## config.mk

```make
export PLATFORM = sky130hd
export DESIGN_NAME = rvfi_emitter
export DESIGN_NICKNAME = d
export VERILOG_FILES = /design/src/rtl/rvfi_emitter.sv
export SDC_FILE = /design/constraint.sdc
export NUM_CORES = 2
export LEC_CHECK = 0
export BUFFER_PORTS_ARGS = -buffer_cell sky130_fd_sc_hd__buf_2
export CORE_AREA = 2 2 661 663
export DETAILED_ROUTE_END_ITERATION = 8
export DIE_AREA = 0 0 663 665
export PLACE_DENSITY = 0.3
export SYNTH_ARGS = -nofsm -noshare
export SYNTH_HDL_FRONTEND = slang
export SYNTH_SLANG_ARGS = --single-unit
```

## constraint.sdc

```tcl
create_clock -name clk_i -period 62.8 [get_ports clk_i]
set_input_delay 12.56 -clock clk_i [delete_from_list [all_inputs] [get_ports clk_i]]
set_output_delay 12.56 -clock clk_i [all_outputs]
set_load 0.01 [all_outputs]
```

## src/rtl/rvfi_emitter.sv

```systemverilog
// RVFI trace producer: compacts per-port commit events and traps into registered
// rvfi_instr_t packets with a running retirement order and an M-mode ecall halt.

package riscv;
    localparam int unsigned XLEN = 64;
    localparam int unsigned VLEN = 64;

    typedef enum logic [1:0] {
        PRIV_LVL_U = 2'b00,
        PRIV_LVL_S = 2'b01,
        PRIV_LVL_M = 2'b11
    } priv_lvl_t;
endpackage

package rvfi_pkg;
    localparam int unsigned ORDER_FIELD_W = 64;

    typedef struct packed {
        logic                          valid;
        logic [ORDER_FIELD_W-1:0]      order;
        logic [31:0]                   insn;
        logic                          trap;
        logic [riscv::XLEN-1:0]        cause;
        logic [1:0]                    mode;
        logic [4:0]                    rd_addr;
        logic [riscv::XLEN-1:0]        rd_wdata;
        logic [riscv::VLEN-1:0]        pc_rdata;
        logic [riscv::XLEN-1:0]        mem_addr;
        logic [riscv::XLEN/8-1:0]      mem_rmask;
        logic [riscv::XLEN/8-1:0]      mem_wmask;
        logic [riscv::XLEN-1:0]        mem_wdata;
    } rvfi_instr_t;
endpackage

module rvfi_emitter #(
    parameter int unsigned NR_COMMIT_PORTS = 2,
    parameter int unsigned ORDER_W         = 64
) (
    input  logic                                          clk_i,
    input  logic                                          rst_i,
    input  logic [NR_COMMIT_PORTS-1:0]                    commit_valid_i,
    input  logic [NR_COMMIT_PORTS-1:0][riscv::VLEN-1:0]   commit_pc_i,
    input  logic [NR_COMMIT_PORTS-1:0][31:0]              commit_insn_i,
    input  logic [NR_COMMIT_PORTS-1:0][4:0]               commit_rd_i,
    input  logic [NR_COMMIT_PORTS-1:0][riscv::XLEN-1:0]   commit_rd_wdata_i,
    input  logic [NR_COMMIT_PORTS-1:0][riscv::XLEN-1:0]   commit_mem_addr_i,
    input  logic [NR_COMMIT_PORTS-1:0][riscv::XLEN/8-1:0] commit_mem_rmask_i,
    input  logic [NR_COMMIT_PORTS-1:0][riscv::XLEN/8-1:0] commit_mem_wmask_i,
    input  logic [NR_COMMIT_PORTS-1:0][riscv::XLEN-1:0]   commit_mem_wdata_i,
    input  logic                                          exception_valid_i,
    input  logic [riscv::XLEN-1:0]                        exception_cause_i,
    input  logic [riscv::VLEN-1:0]                        exception_pc_i,
    input  logic [1:0]                                    priv_lvl_i,
    output logic                                          commit_ready_o,
    output rvfi_pkg::rvfi_instr_t [NR_COMMIT_PORTS-1:0]   rvfi_o,
    output logic                                          halt_o,
    output logic [ORDER_W-1:0]                            retired_cnt_o
);

    localparam int unsigned CNT_W = $clog2(NR_COMMIT_PORTS + 1);
    localparam int unsigned IDX_W = (NR_COMMIT_PORTS > 1) ? $clog2(NR_COMMIT_PORTS) : 1;
    localparam int unsigned OF_W  = rvfi_pkg::ORDER_FIELD_W;
    localparam logic [31:0] ECALL = 32'h0000_0073;

    rvfi_pkg::rvfi_instr_t [NR_COMMIT_PORTS-1:0] rvfi_d;
    logic [ORDER_W-1:0]     order_q, order_d;
    logic                   pending_q, pending_d;
    logic [riscv::XLEN-1:0] pend_cause_q, pend_cause_d;
    logic [riscv::VLEN-1:0] pend_pc_q, pend_pc_d;
    logic                   halt_q, halt_d;
    logic [CNT_W-1:0]       cnt;

    assign commit_ready_o = ~rst_i & ~pending_q & ~halt_q;
    assign halt_o         = halt_q;
    assign retired_cnt_o  = order_q;

    // Next packet: either the deferred trap alone, or compacted commits plus an optional trap
    always_comb begin
        rvfi_d       = '0;
        order_d      = order_q;
        pending_d    = 1'b0;
        pend_cause_d = pend_cause_q;
        pend_pc_d    = pend_pc_q;
        halt_d       = halt_q;
        cnt          = '0;

        if (pending_q && !halt_q) begin
            rvfi_d[0].trap     = 1'b1;
            rvfi_d[0].cause    = pend_cause_q;
            rvfi_d[0].pc_rdata = pend_pc_q;
            rvfi_d[0].order    = OF_W'(order_q);
            rvfi_d[0].mode     = priv_lvl_i;
        end else if (commit_ready_o) begin
            for (int unsigned p = 0; p < NR_COMMIT_PORTS; p++) begin
                if (commit_valid_i[p]) begin
                    rvfi_d[cnt[IDX_W-1:0]].valid     = 1'b1;
                    rvfi_d[cnt[IDX_W-1:0]].order     = OF_W'(order_q + ORDER_W'(cnt));
                    rvfi_d[cnt[IDX_W-1:0]].insn      = commit_insn_i[p];
                    rvfi_d[cnt[IDX_W-1:0]].mode      = priv_lvl_i;
                    rvfi_d[cnt[IDX_W-1:0]].rd_addr   = commit_rd_i[p];
                    rvfi_d[cnt[IDX_W-1:0]].rd_wdata  = (commit_rd_i[p] == 5'd0) ? '0
                                                                               : commit_rd_wdata_i[p];
                    rvfi_d[cnt[IDX_W-1:0]].pc_rdata  = commit_pc_i[p];
                    rvfi_d[cnt[IDX_W-1:0]].mem_addr  = commit_mem_addr_i[p];
                    rvfi_d[cnt[IDX_W-1:0]].mem_rmask = commit_mem_rmask_i[p];
                    rvfi_d[cnt[IDX_W-1:0]].mem_wmask = commit_mem_wmask_i[p];
                    rvfi_d[cnt[IDX_W-1:0]].mem_wdata = commit_mem_wdata_i[p];
                    if (commit_insn_i[p] == ECALL && priv_lvl_i == riscv::PRIV_LVL_M) begin
                        halt_d = 1'b1;
                    end
                    cnt = cnt + CNT_W'(1);
                end
            end
            order_d = order_q + ORDER_W'(cnt);

            // Trap rides in the first free slot, or is deferred one cycle when all slots are full
            if (exception_valid_i) begin
                if (cnt < CNT_W'(NR_COMMIT_PORTS)) begin
                    rvfi_d[cnt[IDX_W-1:0]].trap     = 1'b1;
                    rvfi_d[cnt[IDX_W-1:0]].cause    = exception_cause_i;
                    rvfi_d[cnt[IDX_W-1:0]].pc_rdata = exception_pc_i;
                    rvfi_d[cnt[IDX_W-1:0]].order    = OF_W'(order_q + ORDER_W'(cnt));
                    rvfi_d[cnt[IDX_W-1:0]].mode     = priv_lvl_i;
                end else begin
                    pending_d    = 1'b1;
                    pend_cause_d = exception_cause_i;
                    pend_pc_d    = exception_pc_i;
                end
            end
        end
    end

    // State and output registers
    always_ff @(posedge clk_i or posedge rst_i) begin
        if (rst_i) begin
            rvfi_o       <= '0;
            order_q      <= '0;
            pending_q    <= 1'b0;
            pend_cause_q <= '0;
            pend_pc_q    <= '0;
            halt_q       <= 1'b0;
        end else begin
            rvfi_o       <= rvfi_d;
            order_q      <= order_d;
            pending_q    <= pending_d;
            pend_cause_q <= pend_cause_d;
            pend_pc_q    <= pend_pc_d;
            halt_q       <= halt_d;
        end
    end

endmodule

```

==> qor.yml <==
placement:
  io_buffer_count: 1700
  dp_hpwl_um: 314000
  place.gp.congestion: 0.923
  dp_cells: 11100
  place_ws_ns: 36.50
min_path:
  holdPathStages: 2
  holdPathEnd: "rvfi_o[160]"
  min-delay-start: "pend_pc_q[16]"
  hold_class: "flop to flop"
floorplan:
  core-area_um2: 433000
  io_pins: 1701
  die-area_um2: 441000
  die_w_um: 663
  start_util_pct: 10.3
  die_y_um: 665
  rows: 242
worst_setup_path:
  crit_path_end_kind: "output pin"
  cpMaxStageDelayCell: "or3_4"
  rr_startpoint: "halt_o"
  r2r_slack_ns: 57.90
  rr_worst_depth: 8
  critPathBufInv: 3
  crit_fanout: 9
  max_stage_delay_ns: 0.58
  arrival_ns: 13.66
  critPathRequiredTime_ns: 50.24
  crit_chain: "buf_2 -> or3_4 -> inv_4 -> buf_2"
  cp_common_cell: "buf_2"
  cp_top_family: "simple AND/OR/NAND/NOR gates"
  reg2reg_to: "rvfi_o[880]"
  crit_start: "rst_i"
  cp-start-kind: "primary input"
  crit_type: "primary input to output pin"
clock_network:
  cts_buffer_depth: 4
  cts_root_buffer: "clkbuf_16"
  clock_latency_ns: 0.87
  ctsResizeCount: 0
  cts_buffers: 157
  clk_pin_slew_ns: 0.05
  clock_sinks: 1076
  post-cts-setup-buffers: 0
  htree_levels: 4
  cts_tree: "built"
  cts_hold_buf: 0
timing:
  hold_violations: 0
  fmax_ghz: 0.0381
  worst_pin_slew_ns: 1.40
  rsz0062_at_grt: "false"
  setup-violations-final: 0
  setup_slack_ns: 36.58
  fin_tns_setup_ns: 0
  slew-limit-headroom_pct: 6.51
  drv_slew: 0
  finalClockSkew_ns: 0.0570
  final.period_utilization_pct: 41.7
  min_period_ns: 26.22
global_routing:
  grt-ovfl-total: 0
  grt_pass1_wl_um: 492000
  grt_pass1_vias: 43700
  grt_antenna_before_repair: 199
  grt_max_degree: 146
  grtUsageTotal_pct: 17.0
routing:
  dr.pass1.iters: 5
  drc: 0
  num_vias: 42300
  wl_per_cell_um: 34.2
  wirelength_um: 390000
  routed_via_density: 3.71
  ant_nets: 0
  drtIter0Drc: 3184
cells_and_area:
  syn2layout_area_growth_pct: 45.5
  finalCoreUtilization_pct: 15.0
  stdcell_count: 11400
  nets: 6260
  num-fill-cells: 49000
  layout-drive-gt1-share_pct: 39.8
pwr:
  leakage_nw: 31.1
  irDropWorstVdd_uv: 19.4
  p_per_area_nw_per_um2: 30.2
yosys:
  synth.mux.area_fraction_pct: 3.47
  ys_types: 83
  synth-edff-count: 0
  synth_xor_xnor_area_share_pct: 1.38
  ys_seq_area_share_pct: 60.4
  synth_top_area_cell: "dfrtp_1"
  syn_nets: 4671
  synth_top_family_by_area: "compound AO/OA/AOI/OAI gates"
  netlist_instances: 3910
  ys_warn_count: 0
  synth_area_leaders: "dfrtp_1 60%, a22oi_1 4.7%, and2_1 3.7%"
  yosysMostFrequentCell: "dfrtp_1"
  synth_area_um2: 44600
  ys_ff_latch: 1076
  synthAdderAreaFrac_pct: 0.225
  synthFlopType: "dfrtp_1"
  ys_top_cells_by_count: "1076 x dfrtp_1, 366 x nor2_1, 281 x a22oi_1"
  synth_compound_area_share_pct: 16.3
  netlist.area_leader.share_pct: 60.4
  avgSynthCellArea_um2: 11.4
  synthSimpleGateAreaFrac_pct: 14.7
  synthArstFlopShare_pct: 100
status:
  outcome: "finished clean"
job:
  max_cap_violations: 0
[flip-flops by register name, indices dropped and copies added (netlist names)]
signal / count
rvfi_o: 882
pending_q: 1
halt_o: 1
pend_cause_q: 64
pend_pc_q: 64
retired_cnt_o: 64
[through the flow]
| step | hold WS (ns) | total power, W | cell area, µm² |
|---|---|---|---|
| 6_report | 0.458 | 0.00196 | 64900 |
| 5_1_grt | 0.495 | 0.00204 | 64800 |
| 4_1_cts | 0.451 | 0.00201 | 64700 |
| 3_5_place_dp | 0.464 | 0.00107 | 59600 |
| 3_3_place_gp | 0.455 | 0.00106 | 59600 |
| 2_1_floorplan | 0.444 | 0.000883 | 44600 |
[per-layer routing]
layer	wire length (µm)	vias to the layer above	track usage [%]
met2	211000	2137	32.8
met5	829	-	0
met4	24200	120	8.59
met1	130000	22000	16.8
li1	-	17400	-
met3	23600	630	3.92
[tightest hold or removal path, cell delays in order (launching register included)]
cell	delay (ns)
dfrtp_1	0.34
nand2_1	0.05
o21ai_0	0.06
[logic make-up after synthesis]
group / count (synthesis)
adders and majority gates: 8
muxes: 138
AOI/OAI and AO/OA: 1023
xor gates and xnor gates: 70
DFF: 1076
buffers and inverters: 375
and+or+nand+nor: 1220
[worst max-delay path by stage]
stage | cells after the start | to
6_report | 4 | commit_ready_o
5_1_grt | 4 | commit_ready_o
4_1_cts | 4 | commit_ready_o
3_5_place_dp | 4 | commit_ready_o
3_3_place_gp | 4 | commit_ready_o
2_1_floorplan | 1 | halt_o
[cell usage in the layout, fill, tap and decap left out, drive strengths merged, types with 92 or more instances in the layout]
cell    count
and3       92
mux2      131
clkbuf    222
and2      262
dfrtp    1076
a21oi     127
o21ai     217
nand2     200
a22oi     281
buf      1786
nor2      367
a22o      133
[report_power, final]
group	internal (W)	leakage, nW	total, W	switching (W)
logic	0.0000842	14.2	0.000268	0.000184
clock network	0.000538	2.48	0.000915	0.000377
registers	0.000739	14.4	0.000773	0.0000343
total	0.00136	31.1	0.00196	0.000595
[final cells by class]
cell class	instances	area [µm²]	area share, %
Tap cell	5734	7170	11.1
Multi-Input combinational cell	2459	16200	25.0
Timing Repair Buffer	1786	9190	14.2
Sequential cell	1076	26900	41.5
Antenna cell	56	140	0.216
Clock inverter	51	666	1.03
Inverter	19	81.3	0.125
Clock buffer	222	4460	6.88
(Power assumes the default switching activity.)
